`src/rtl/mean_removal_frame_ctrl.sv`:
```
// Frame sequencer for a bank of per-channel remove-mean cores.
// Resets the cores, broadcasts frames, serializes results.
module mean_removal_frame_ctrl #(
  parameter int N_CH    = 8,
  parameter int Q_in    = 32,
  parameter int RST_CYC = 4,
  localparam int CW     = (N_CH > 1) ? $clog2(N_CH) : 1
) (
  input  logic                 clock,
  input  logic                 reset,
  input  logic                 cfg_restart,
  input  logic [N_CH*Q_in-1:0] frame_data,
  input  logic                 frame_valid,
  output logic                 core_rst_n,
  output logic [N_CH*Q_in-1:0] core_data_in,
  output logic                 core_valid,
  input  logic [N_CH*Q_in-1:0] core_data_out,
  input  logic [N_CH-1:0]      core_out_valid,
  output logic [Q_in-1:0]      out_data,
  output logic [CW-1:0]        out_chan,
  output logic                 out_last,
  output logic                 out_valid,
  input  logic                 out_ready,
  output logic                 overrun,
  output logic                 sync_err,
  output logic                 busy
);

  localparam logic [1:0] S_INIT  = 2'd0;
  localparam logic [1:0] S_IDLE  = 2'd1;
  localparam logic [1:0] S_DRAIN = 2'd2;

  localparam int RW = (RST_CYC > 1) ? $clog2(RST_CYC) : 1;
  localparam logic [RW-1:0] CNT_END = RW'(RST_CYC - 1);
  localparam logic [CW-1:0] IDX_END = CW'(N_CH - 1);

  logic [1:0]           state_q, state_d;
  logic [RW-1:0]        cnt_q, cnt_d;
  logic                 rstn_q, rstn_d;
  logic                 cv_q, cv_d;
  logic [N_CH*Q_in-1:0] cdi_q, cdi_d;
  logic [N_CH*Q_in-1:0] bank_q, bank_d;
  logic [CW-1:0]        idx_q, idx_d;
  logic                 ov_q, ov_d;
  logic                 ovr_q, ovr_d;
  logic                 serr_q, serr_d;

  logic cap;
  logic all_v;
  logic hs;

  assign cap   = |core_out_valid;
  assign all_v = &core_out_valid;
  assign hs    = ov_q & out_ready;

  // Next-state: restart first, then per-state sequencing
  always_comb begin
    state_d = state_q;
    cnt_d   = cnt_q;
    rstn_d  = rstn_q;
    cv_d    = cv_q;
    cdi_d   = cdi_q;
    bank_d  = bank_q;
    idx_d   = idx_q;
    ov_d    = ov_q;
    ovr_d   = ovr_q;
    serr_d  = serr_q;
    if (cfg_restart) begin
      state_d = S_INIT;
      cnt_d   = '0;
      rstn_d  = 1'b0;
      cv_d    = 1'b0;
      idx_d   = '0;
      ov_d    = 1'b0;
      ovr_d   = 1'b0;
      serr_d  = 1'b0;
    end else begin
      case (state_q)
        S_INIT: begin
          cv_d = 1'b0;
          if (cnt_q == CNT_END) begin
            state_d = S_IDLE;
            rstn_d  = 1'b1;
            cnt_d   = '0;
          end else begin
            cnt_d = cnt_q + 1'b1;
          end
        end
        S_IDLE: begin
          cv_d = frame_valid;
          if (frame_valid) cdi_d = frame_data;
          if (cap) begin
            for (int k = 0; k < N_CH; k++) begin
              if (core_out_valid[k])
                bank_d[k*Q_in +: Q_in] = core_data_out[k*Q_in +: Q_in];
            end
            if (!all_v) serr_d = 1'b1;
            state_d = S_DRAIN;
            idx_d   = '0;
            ov_d    = 1'b1;
          end
        end
        S_DRAIN: begin
          cv_d = frame_valid;
          if (frame_valid) cdi_d = frame_data;
          if (cap) begin
            ovr_d = 1'b1;
            if (!all_v) serr_d = 1'b1;
          end
          if (hs) begin
            if (idx_q == IDX_END) begin
              ov_d    = 1'b0;
              idx_d   = '0;
              state_d = S_IDLE;
            end else begin
              idx_d = idx_q + 1'b1;
            end
          end
        end
        default: begin
          state_d = S_INIT;
          cnt_d   = '0;
          rstn_d  = 1'b0;
          cv_d    = 1'b0;
          ov_d    = 1'b0;
          idx_d   = '0;
        end
      endcase
    end
  end

  // State registers with synchronous reset
  always_ff @(posedge clock) begin
    if (reset) begin
      state_q <= S_INIT;
      cnt_q   <= '0;
      rstn_q  <= 1'b0;
      cv_q    <= 1'b0;
      cdi_q   <= '0;
      bank_q  <= '0;
      idx_q   <= '0;
      ov_q    <= 1'b0;
      ovr_q   <= 1'b0;
      serr_q  <= 1'b0;
    end else begin
      state_q <= state_d;
      cnt_q   <= cnt_d;
      rstn_q  <= rstn_d;
      cv_q    <= cv_d;
      cdi_q   <= cdi_d;
      bank_q  <= bank_d;
      idx_q   <= idx_d;
      ov_q    <= ov_d;
      ovr_q   <= ovr_d;
      serr_q  <= serr_d;
    end
  end

  assign core_rst_n   = rstn_q;
  assign core_valid   = cv_q;
  assign core_data_in = cdi_q;
  assign out_data     = bank_q[idx_q*Q_in +: Q_in];
  assign out_chan     = idx_q;
  assign out_last     = ov_q & (idx_q == IDX_END);
  assign out_valid    = ov_q;
  assign overrun      = ovr_q;
  assign sync_err     = serr_q;
  assign busy         = (state_q != S_IDLE);

endmodule

```
`config.mk`:
```
export PLATFORM = sky130hd
export DESIGN_NAME = mean_removal_frame_ctrl
export DESIGN_NICKNAME = d
export VERILOG_FILES = /design/src/rtl/mean_removal_frame_ctrl.sv
export SDC_FILE = /design/constraint.sdc
export NUM_CORES = 1
export LEC_CHECK = 0
export CAP_MARGIN = 15
export CORE_AREA = 5 5 319 321
export CTS_BUF_LIST = sky130_fd_sc_hd__clkbuf_8 sky130_fd_sc_hd__clkbuf_16
export CTS_CLUSTER_DIAMETER = 100
export CTS_CLUSTER_SIZE = 25
export DETAILED_ROUTE_END_ITERATION = 10
export DIE_AREA = 0 0 324 326
export GPL_TIMING_DRIVEN = 0
export PLACE_DENSITY_LB_ADDON = 0.05
export SLEW_MARGIN = 20
export SYNTH_ARGS = -nofsm -noshare
export SYNTH_HDL_FRONTEND = slang
export SYNTH_SLANG_ARGS = --single-unit
```
`constraint.sdc`:
```
create_clock -name clock -period 1.95 [get_ports clock]
set_input_delay 0.585 -clock clock [delete_from_list [all_inputs] [get_ports clock]]
set_output_delay 0.585 -clock clock [all_outputs]
set_load 0.02 [all_outputs]
```
; ---- Word level (Yosys, flattened, before mapping)
; Cells that the tools add are included.
[totals]
register_bits = 524
latch_bits = 0
mem_bits_rw = 0
rom_bits = 0
input_bits = 525
output_inout_bits = 298
word_cells = 73
n_memories = 0
[op_classes]
addsub = 2
multipliers = 0
n_div = 0
n_lt_le_gt_ge = 0
eq_ne = 9
shifts = 1
n_mux = 17
bitwise = 6
n_reduce_logical = 21
[ops]
columns = cell, count
row1 = $shiftx A256 B9 Y32, 1
row2 = $reduce_and A4 Y1, 10
row3 = $mux W2, 5
row4 = $mux W3, 3
row5 = $pmux W3 S3, 1
row6 = $reduce_and A3 Y1, 3
row7 = $ne A2 B2 Y1 const B, 4
row8 = $reduce_and A8 Y1, 1
row9 = $reduce_or A8 Y1, 1
row10 = $pmux W2 S3, 1
row11 = $eq A2 B2 Y1 const B, 2
row12 = $mux W1, 4
row13 = $not A1 Y1, 4
row14 = $pmux W2 S2, 1
row15 = $reduce_and A2 Y1, 2
row16 = $reduce_or A2 Y1, 2
row17 = $add A3 B1 Y3 const B, 1
row18 = $eq A3 B3 Y1 const B, 1
row19 = $pmux W1 S3, 1
row20 = $reduce_or A3 Y1, 1
row21 = $add A2 B1 Y2 const B, 1
row22 = $and A1 B1 Y1, 2
row23 = $eq A2 B1 Y1 const B, 1
row24 = $logic_not A2 Y1, 1
row25 = 2 further kinds, 2

; ---- Logic depth before layout (Yosys ltp)
; Gate-level depths: netlist of the first run.
[depth]
word_depth = 4
depth_mapped = 9
depth_no_buf = 6

; ---- Least setup slack after synthesis of the first run
; Ideal clock, no wire load.
[synth_timing]
path_type = reg-to-output
start = register idx_q[0] (netlist: out_chan[0])
end = output port out_data[10]
arrival_ns = 1.700
required_ns = 1.365
slack_ns = -0.335
path_stages_with_launch = 5
path_buffers = 2
cell_sequence = dfxtp_1 > buf_6 > buf_6 > mux4_2 > mux2_2
[synth_via]
elab_chain_len = 1
[synth_lines]
columns = item, line
row1 = from (decl), 43  ; logic [CW-1:0] idx_q, idx_d;
row2 = from (signal assigned), 152  ; idx_q <= idx_d;
row3 = $shiftx A256 B9 Y32, 162  ; assign out_data = bank_q[idx_q*Q_in +: Q_in];
row4 = to (decl), 19  ; output logic [Q_in-1:0] out_data,
; No other way between the ends.

; ---- Worst setup path in the final report of the first run
[layout_timing]
start = register idx_q[0] (netlist: out_chan[0])
end = output port out_data[18]
; The elaborated chain is that of the path after synthesis.

==> results of run 1 <==
==> repair_timing <==
| item | 4_1_cts | 5_1_grt |
|---|---|---|
| pin swaps | 4 | 47 |
| cloned | 4 | 14 |
| buffers inserted | 18 | 9 |
| gates resized for setup | 776 | 232 |
| setup endpoints to repair | 812 | 558 |
==> through the flow <==
stage / power, uW / cell area (um^2) / TNS (ns)
final: 21500 / 32800 / -30.95
after global routing: 22300 / 32700 / -33.56
after CTS: 21800 / 31900 / -33.19
after detailed placement: 12800 / 30100 / -557.48
after global placement: 12800 / 30100 / -530.57
after floorplan: 11400 / 20200 / -3.66
==> sequential cells by signal (all words and copies together), names as in the netlist, 2 cells and up <==
signal        flops
bank_q          256
core_data_in    256
out_chan          3
cnt_q             2
state_q           2
==> layer usage <==
| metal | global-route usage, % | vias up | part of all wire [%] |
|---|---|---|---|
| li1 | - | 9787 | - |
| met1 | 21.5 | 9765 | 37 |
| met2 | 37.7 | 677 | 52 |
| met3 | 7.36 | 140 | 8.4 |
| met4 | 4.35 | 24 | 2.2 |
| met5 | 0 | - | 0.12 |
==> final timing paths <==
path	slack [ns]	endpoint	depth (start not counted)
hold / removal	0.45	core_data_in[20]$_SDFFE_PP0P_	2
setup / recovery	-1.03	out_data[18]	6
hold reg to reg	0.45	core_data_in[20]$_SDFFE_PP0P_	2
setup reg to reg	0.04	core_data_in[94]$_SDFFE_PP0P_	10
==> worst register-to-register path: stages, from the launching register on <==
cell and delay, ns:
dfxtp_4 0.39, inv_4 0.04, ha_4 0.29, inv_4 0.04
nor3b_4 0.26, buf_6 0.16, buf_12 0.13, buf_16 0.17
clkbuf_16 0.18, nand2_4 0.05, a21oi_2 0.13
==> layout make-up <==
cell class / instances / area [um^2] / share of cell area (%)
well taps: 1298 / 1620 / 4.96
repair buffers: 865 / 8710 / 26.6
flip-flops and latches: 524 / 10500 / 32.1
multi-input cells: 1703 / 9190 / 28.0
plain buffers: 186 / 1390 / 4.24
clock inverters: 25 / 353 / 1.08
diodes: 21 / 52.6 / 0.160
clock buffers: 37 / 926 / 2.83
inverters: 5 / 28.8 / 0.0878
==> power breakdown <==
part | internal [uW] | switching, uW
Sequential | 10700 | 29.3
Combinational | 1100 | 726
Clock | 4410 | 4460
Total | 16200 | 5210
==> cell usage in the layout (no fill, tap or decap), drive strengths merged <==
master	instances
nand2	1034
dfxtp	524
a21oi	523
clkdlybuf4s50	522
clkbuf	169
buf	165
dlygate4sd2	147
clkdlybuf4s15	84
mux4	64
mux2	32
diode	21
inv	17
and2	9
nor2	8
bufinv	6
ha	6
nand3	4
clkinvlp	4
nand2b	3
clkinv	3
a211oi	2
nor3	2
nand4	2
nor3b	2
nor2b	2
nor4	2
a311oi	2
nand3b	1
or2	1
a21boi	1
o31ai	1
and3	1
o21a	1
clkdlybuf4s18	1
==> cell families (layout without fill, tap and decap cells) <==
kind of cell	Yosys count	in the layout	synth area share (%)
and+or+nand+nor	1071	1071	20.4
DFF	524	524	52.3
other	0	21	0
AOI/OAI and AO/OA	530	530	13.3
buffers and inverters	195	1118	4.53
muxes	96	96	9.09
adders and majority gates	6	6	0.374
==> reports/metrics.cfg, run 1 <==
[critical_path]
startpoint = out_chan[0]$_SDFFE_PP0P_
worstSetupPathType = flop to primary output
worstPathRequired_ns = 1.36
critPathTopFamily = multiplexers
timing.rr.start = state_q[0]$_SDFFE_PP0P_
crit_path_top_delay_cell = mux4_2
slowest_delay_ns = 0.56
start_kind = flop
crit_buf_inv = 4
path_max_fanout = 8
crit_chain = buf_12 > buf_12 > buf_16 > mux4_2 > mux2_4 > buf_6
endpoint_kind = primary output
crit_path_frequent_cell = buf_12
cp.arrival_ns = 2.40

[placement]
dp_hpwl_um = 88600
pre_cts_ws_ns = -1.36
place.gp.congestion = 0.844
place_inst = 4541
portBuffers = 821

[grt]
grt_max_degree = 26
grt_pass1_wl_um = 154000
grt_use_total_pct = 20.1
grt_overflow_total = 0
antenna_found_initial = 44
grt_pass1_vias = 21200

[clocking]
worst_skew_pair.late_latency_ns = 0.58
path_clk_slew_ns = 0.10
cts_hold_buf = 0
numClockSinks = 524
cts_max_level = 2
cts_root_buf = clkbuf_16
cts_made_buffers = 34
tritoncts = built
clockBufferDepth = 3

[layout]
fill_cells = 10500
final_nets = 3850
final_util_pct = 33.1
layout-area-overhead-vs-synth_pct = 63.3
drive_above_1_share_pct = 15.8
finalNonFillerCells = 4664

[synthesis]
synth_top_area_share_pct = 52.3
synth-seq-cells = 524
ys_top_cells_by_count = nand2_1, dfxtp_1, a21oi_1, clkbuf_1, buf_2
synth_cell_types = 36
synth_ff_type = dfxtp_1
synth.most_common_cell = nand2_1
seq_area_frac_synth_pct = 52.3
synth_warnings = 0
synthArstFlopShare_pct = 0
synth_area_leaders = dfxtp_1, nand2_1, a21oi_1
synth_top_area_cell = dfxtp_1
syn_area_mm2 = 0.0201
postSynthAreaPerCell_um2 = 8.28
synth_edf_count = 0
syn_inst = 2422
syn_nets = 2953

[routing]
vias = 20400
drt-wirelength-per-cell_um = 24.2
antenna_left = 0
drt_iter0_markers = 1009
first_pass_iters = 5
drc_errors = 0
vias_per_cell = 4.37
finalWirelength_um = 113000

[die]
coreArea_mm2 = 0.0990
die_w_um = 324
die_height_um = 326
io_pins = 823
num_rows = 116
start_util_pct = 20.3
die-area_mm2 = 0.106

[sta]
setup_viol = 34
slew_headroom_pct = 46.4
layout_setup_ws_ns = -1.03
fin_crit_sh_pct = 153
fin_crit_ns = 2.98
hold_slack_ns = 0.455
fmax_mhz = 335
slew_viol_final = 0
fin_skew_ns = 0.0193
rsz0062_at_grt = yes
tightest_slew_ns = 0.804
hold_viol = 0

[pwr]
leakagePower_uw = 0.0118
power.density_mw_per_mm2 = 655
irDropWorstVdd_mv = 0.429

[job]
cap_violations = 0

[status]
violations = negative setup slack
status = complete, but fails checks

[min_path]
hold_path.class = flop to flop
worstHoldStart = core_data_in[20]$_SDFFE_PP0P_

(Power assumes the default switching activity.)
==> inputs of run 2 (changes only) <==
Settings changed: CTS_CLUSTER_SIZE 25 to 14.
==> reports/metrics.cfg, run 2 (synthesis gave the netlist of run 1 again) <==
[die]
num_rows = 116  ; unchanged
die-area_mm2 = 0.106  ; unchanged
coreArea_mm2 = 0.0990  ; unchanged
die_w_um = 324  ; unchanged
die_height_um = 326  ; unchanged
start_util_pct = 20.3  ; unchanged
io_pins = 823  ; unchanged

[placement]
placed_area_mm2 = 0.0301  ; unchanged
dp_hpwl_um = 88600  ; unchanged
portBuffers = 821  ; unchanged
place.gp.congestion = 0.844  ; unchanged

[grt]
antenna_found_initial = 41  ; -6.8%
grt_pass1_vias = 21500  ; +1.4%
grt_pass1_wl_um = 156000  ; +1.5%
grt_max_degree = 16  ; -38%
grt_use_total_pct = 20.4  ; +0.28 points
grt_overflow_total = 0  ; unchanged

[pwr]
p_total_uw = 21300  ; -0.85%
internal_power_uw = 16200  ; -0.61%
combPwrFrac_pct = 8.9  ; +0.4 points
leakagePower_uw = 0.0124  ; +4.9%
power.density_mw_per_mm2 = 632  ; -3.5%
power_switching_share_pct = 24.1  ; -0.18 points
seq_power_share_pct = 50.6  ; +0.4 points
switchingPower_uw = 5130  ; -1.6%
irDropWorstVdd_mv = 0.548  ; +28%
power.share.clock_pct = 40.4  ; -0.9 points

[sta]
tns_ns = -31.52  ; -0.577 ns
hold_viol = 0  ; unchanged
fin_crit_ns = 2.99  ; +0.00463 ns
layout_setup_ws_ns = -1.04  ; -0.00463 ns
slew_viol_final = 0  ; unchanged
tightest_slew_ns = 0.856  ; +0.0516 ns
fmax_mhz = 335  ; -0.16%
hold_slack_ns = 0.452  ; -0.00242 ns
slew_headroom_pct = 42.9  ; -3.4 points
fin_skew_ns = 0.0218  ; +0.00256 ns
fin_crit_sh_pct = 153  ; +0.24 points
setup_viol = 45  ; +32%
rsz0062_at_grt = yes

[routing]
drt_iter0_markers = 877  ; -13%
drc_errors = 0  ; unchanged
first_pass_iters = 5  ; unchanged
antenna_left = 0  ; unchanged
finalWirelength_um = 114000  ; +0.81%
vias = 20600  ; +0.82%
vias_per_cell = 4.41  ; +0.75%
drt-wirelength-per-cell_um = 24.3  ; +0.75%

[layout]
fill_cells = 10400  ; -0.96%
design_area_mm2 = 0.0337  ; +2.8%
multi_input_area_mm2 = 0.00987  ; +7.4%
final_common_cell = nand2_1
final_cell_mix = nand2_1, clkdlybuf4s50_1, dfxtp_1
regArea_mm2 = 0.0105  ; about the same
final_nets = 3871  ; +0.55%
final_util_pct = 34.0  ; +0.92 points
drive_above_1_share_pct = 19.7  ; +3.9 points
layout-area-overhead-vs-synth_pct = 67.9

[critical_path]
crit_path_top_delay_cell = mux4_2
start_kind = flop
worstPathRequired_ns = 1.36  ; about the same
crit_buf_inv = 4  ; unchanged
worstSetupPathType = flop to primary output
crit_chain = buf_12 > buf_12 > buf_16 > mux4_2 > mux2_4 > buf_6
path_max_fanout = 8  ; unchanged
endpoint_kind = primary output
crit_path_frequent_cell = buf_12
cp.arrival_ns = 2.40  ; about the same
critPathTopFamily = multiplexers
slowest_delay_ns = 0.56  ; about the same

[clocking]
tritoncts = built
cts_made_buffers = 44  ; +29%
cts_root_buf = clkbuf_16
path_clk_slew_ns = 0.07  ; -0.03 ns
worst_skew_pair.late_latency_ns = 0.59  ; about the same
cts_max_level = 2  ; unchanged
clockBufferDepth = 3  ; unchanged
numClockSinks = 524  ; unchanged

[job]
cap_violations = 0  ; unchanged

[status]
violations = negative setup slack
status = complete, but fails checks

[min_path]
hold_path.class = flop to flop

-- run 2: changes by cell type in the layout (fill, tap and decap cells not counted), sizes merged --
cell | before | now
inv | 17 | 10
bufinv | 6 | 1
clkinv | 3 | 1
dlygate4sd2 | 147 | 133
diode | 21 | 22
clkinvlp | 4 | 0
clkbuf | 169 | 170
buf | 165 | 180
clkdlybuf4s18 | 1 | 0
clkdlybuf4s15 | 84 | 103
-- run 2: worst paths after layout --
path | slack, ns | end | cells past startpoint | startpoint
min reg2reg | 0.45 | core_data_in[20]$_SDFFE_PP0P_ | 2 | core_data_in[20]$_SDFFE_PP0P_
min | 0.45 | core_data_in[20]$_SDFFE_PP0P_ | 2 | core_data_in[20]$_SDFFE_PP0P_
max | -1.04 | out_data[18] | 6 | out_chan[0]$_SDFFE_PP0P_
max reg2reg | -0.04 | core_data_in[54]$_SDFFE_PP0P_ | 13 | state_q[0]$_SDFFE_PP0P_
-- run 2: cell type report --
type                            instances  share of cell area [%]
Sequential cell                       524                    31.2
Multi-Input combinational cell       1703                    29.3
Timing Repair Buffer                  877                    26.4
Tap cell                             1298                    4.82
Buffer                                185                    4.39
Clock buffer                           46                    3.38
Clock inverter                          7                   0.223
Antenna cell                           22                   0.163
Inverter                                5                  0.0929
-- run 2: what timing repair did --
| action | 4_1_cts | 5_1_grt |
|---|---|---|
| resized for setup | 910 | 348 |
| setup buffers | 35 | 12 |
| cloned | 15 | 4 |
| hold buffers | 0 | 0 |
| pin swaps | 43 | 147 |
| endpoints found under the setup margin | 811 | 500 |
-- run 2: stage by stage --
step | setup WS, ns | instances
2_1_floorplan | -0.125 | 2422
3_3_place_gp | -1.29 | 4541
3_5_place_dp | -1.36 | 4541
4_1_cts | -1.11 | 4642
5_1_grt | -1.12 | 4654
6_report | -1.04 | 4667
-- run 2: metal layers --
metal | track usage [%] | share of wire, %
met1 | 22.1 | 37
met2 | 38.4 | 53
met3 | 6.98 | 8.4
met4 | 4.15 | 1.9
met5 | 0 | 0.14
-- run 2: worst register-to-register path: stages (launching register included) --
cell	delay [ns]
dfxtp_4	0.38
inv_4	0.04
ha_4	0.26
buf_6	0.12
inv_6	0.04
nor3b_4	0.18
buf_6	0.13
buf_6	0.11
buf_12	0.13
buf_12	0.11
buf_12	0.10
buf_12	0.12
nand2_4	0.05
a21oi_2	0.12
-- run 2: power groups by stage --
stage | sequential, uW | combinational [uW] | clock [uW]
global route | 10800 | 2010 | 9310
CTS | 10800 | 1860 | 8980
floorplan | 11100 | 297 | 0
detailed placement | 11000 | 1780 | 0
global placement | 11000 | 1780 | 0
finish | 10800 | 1900 | 8610
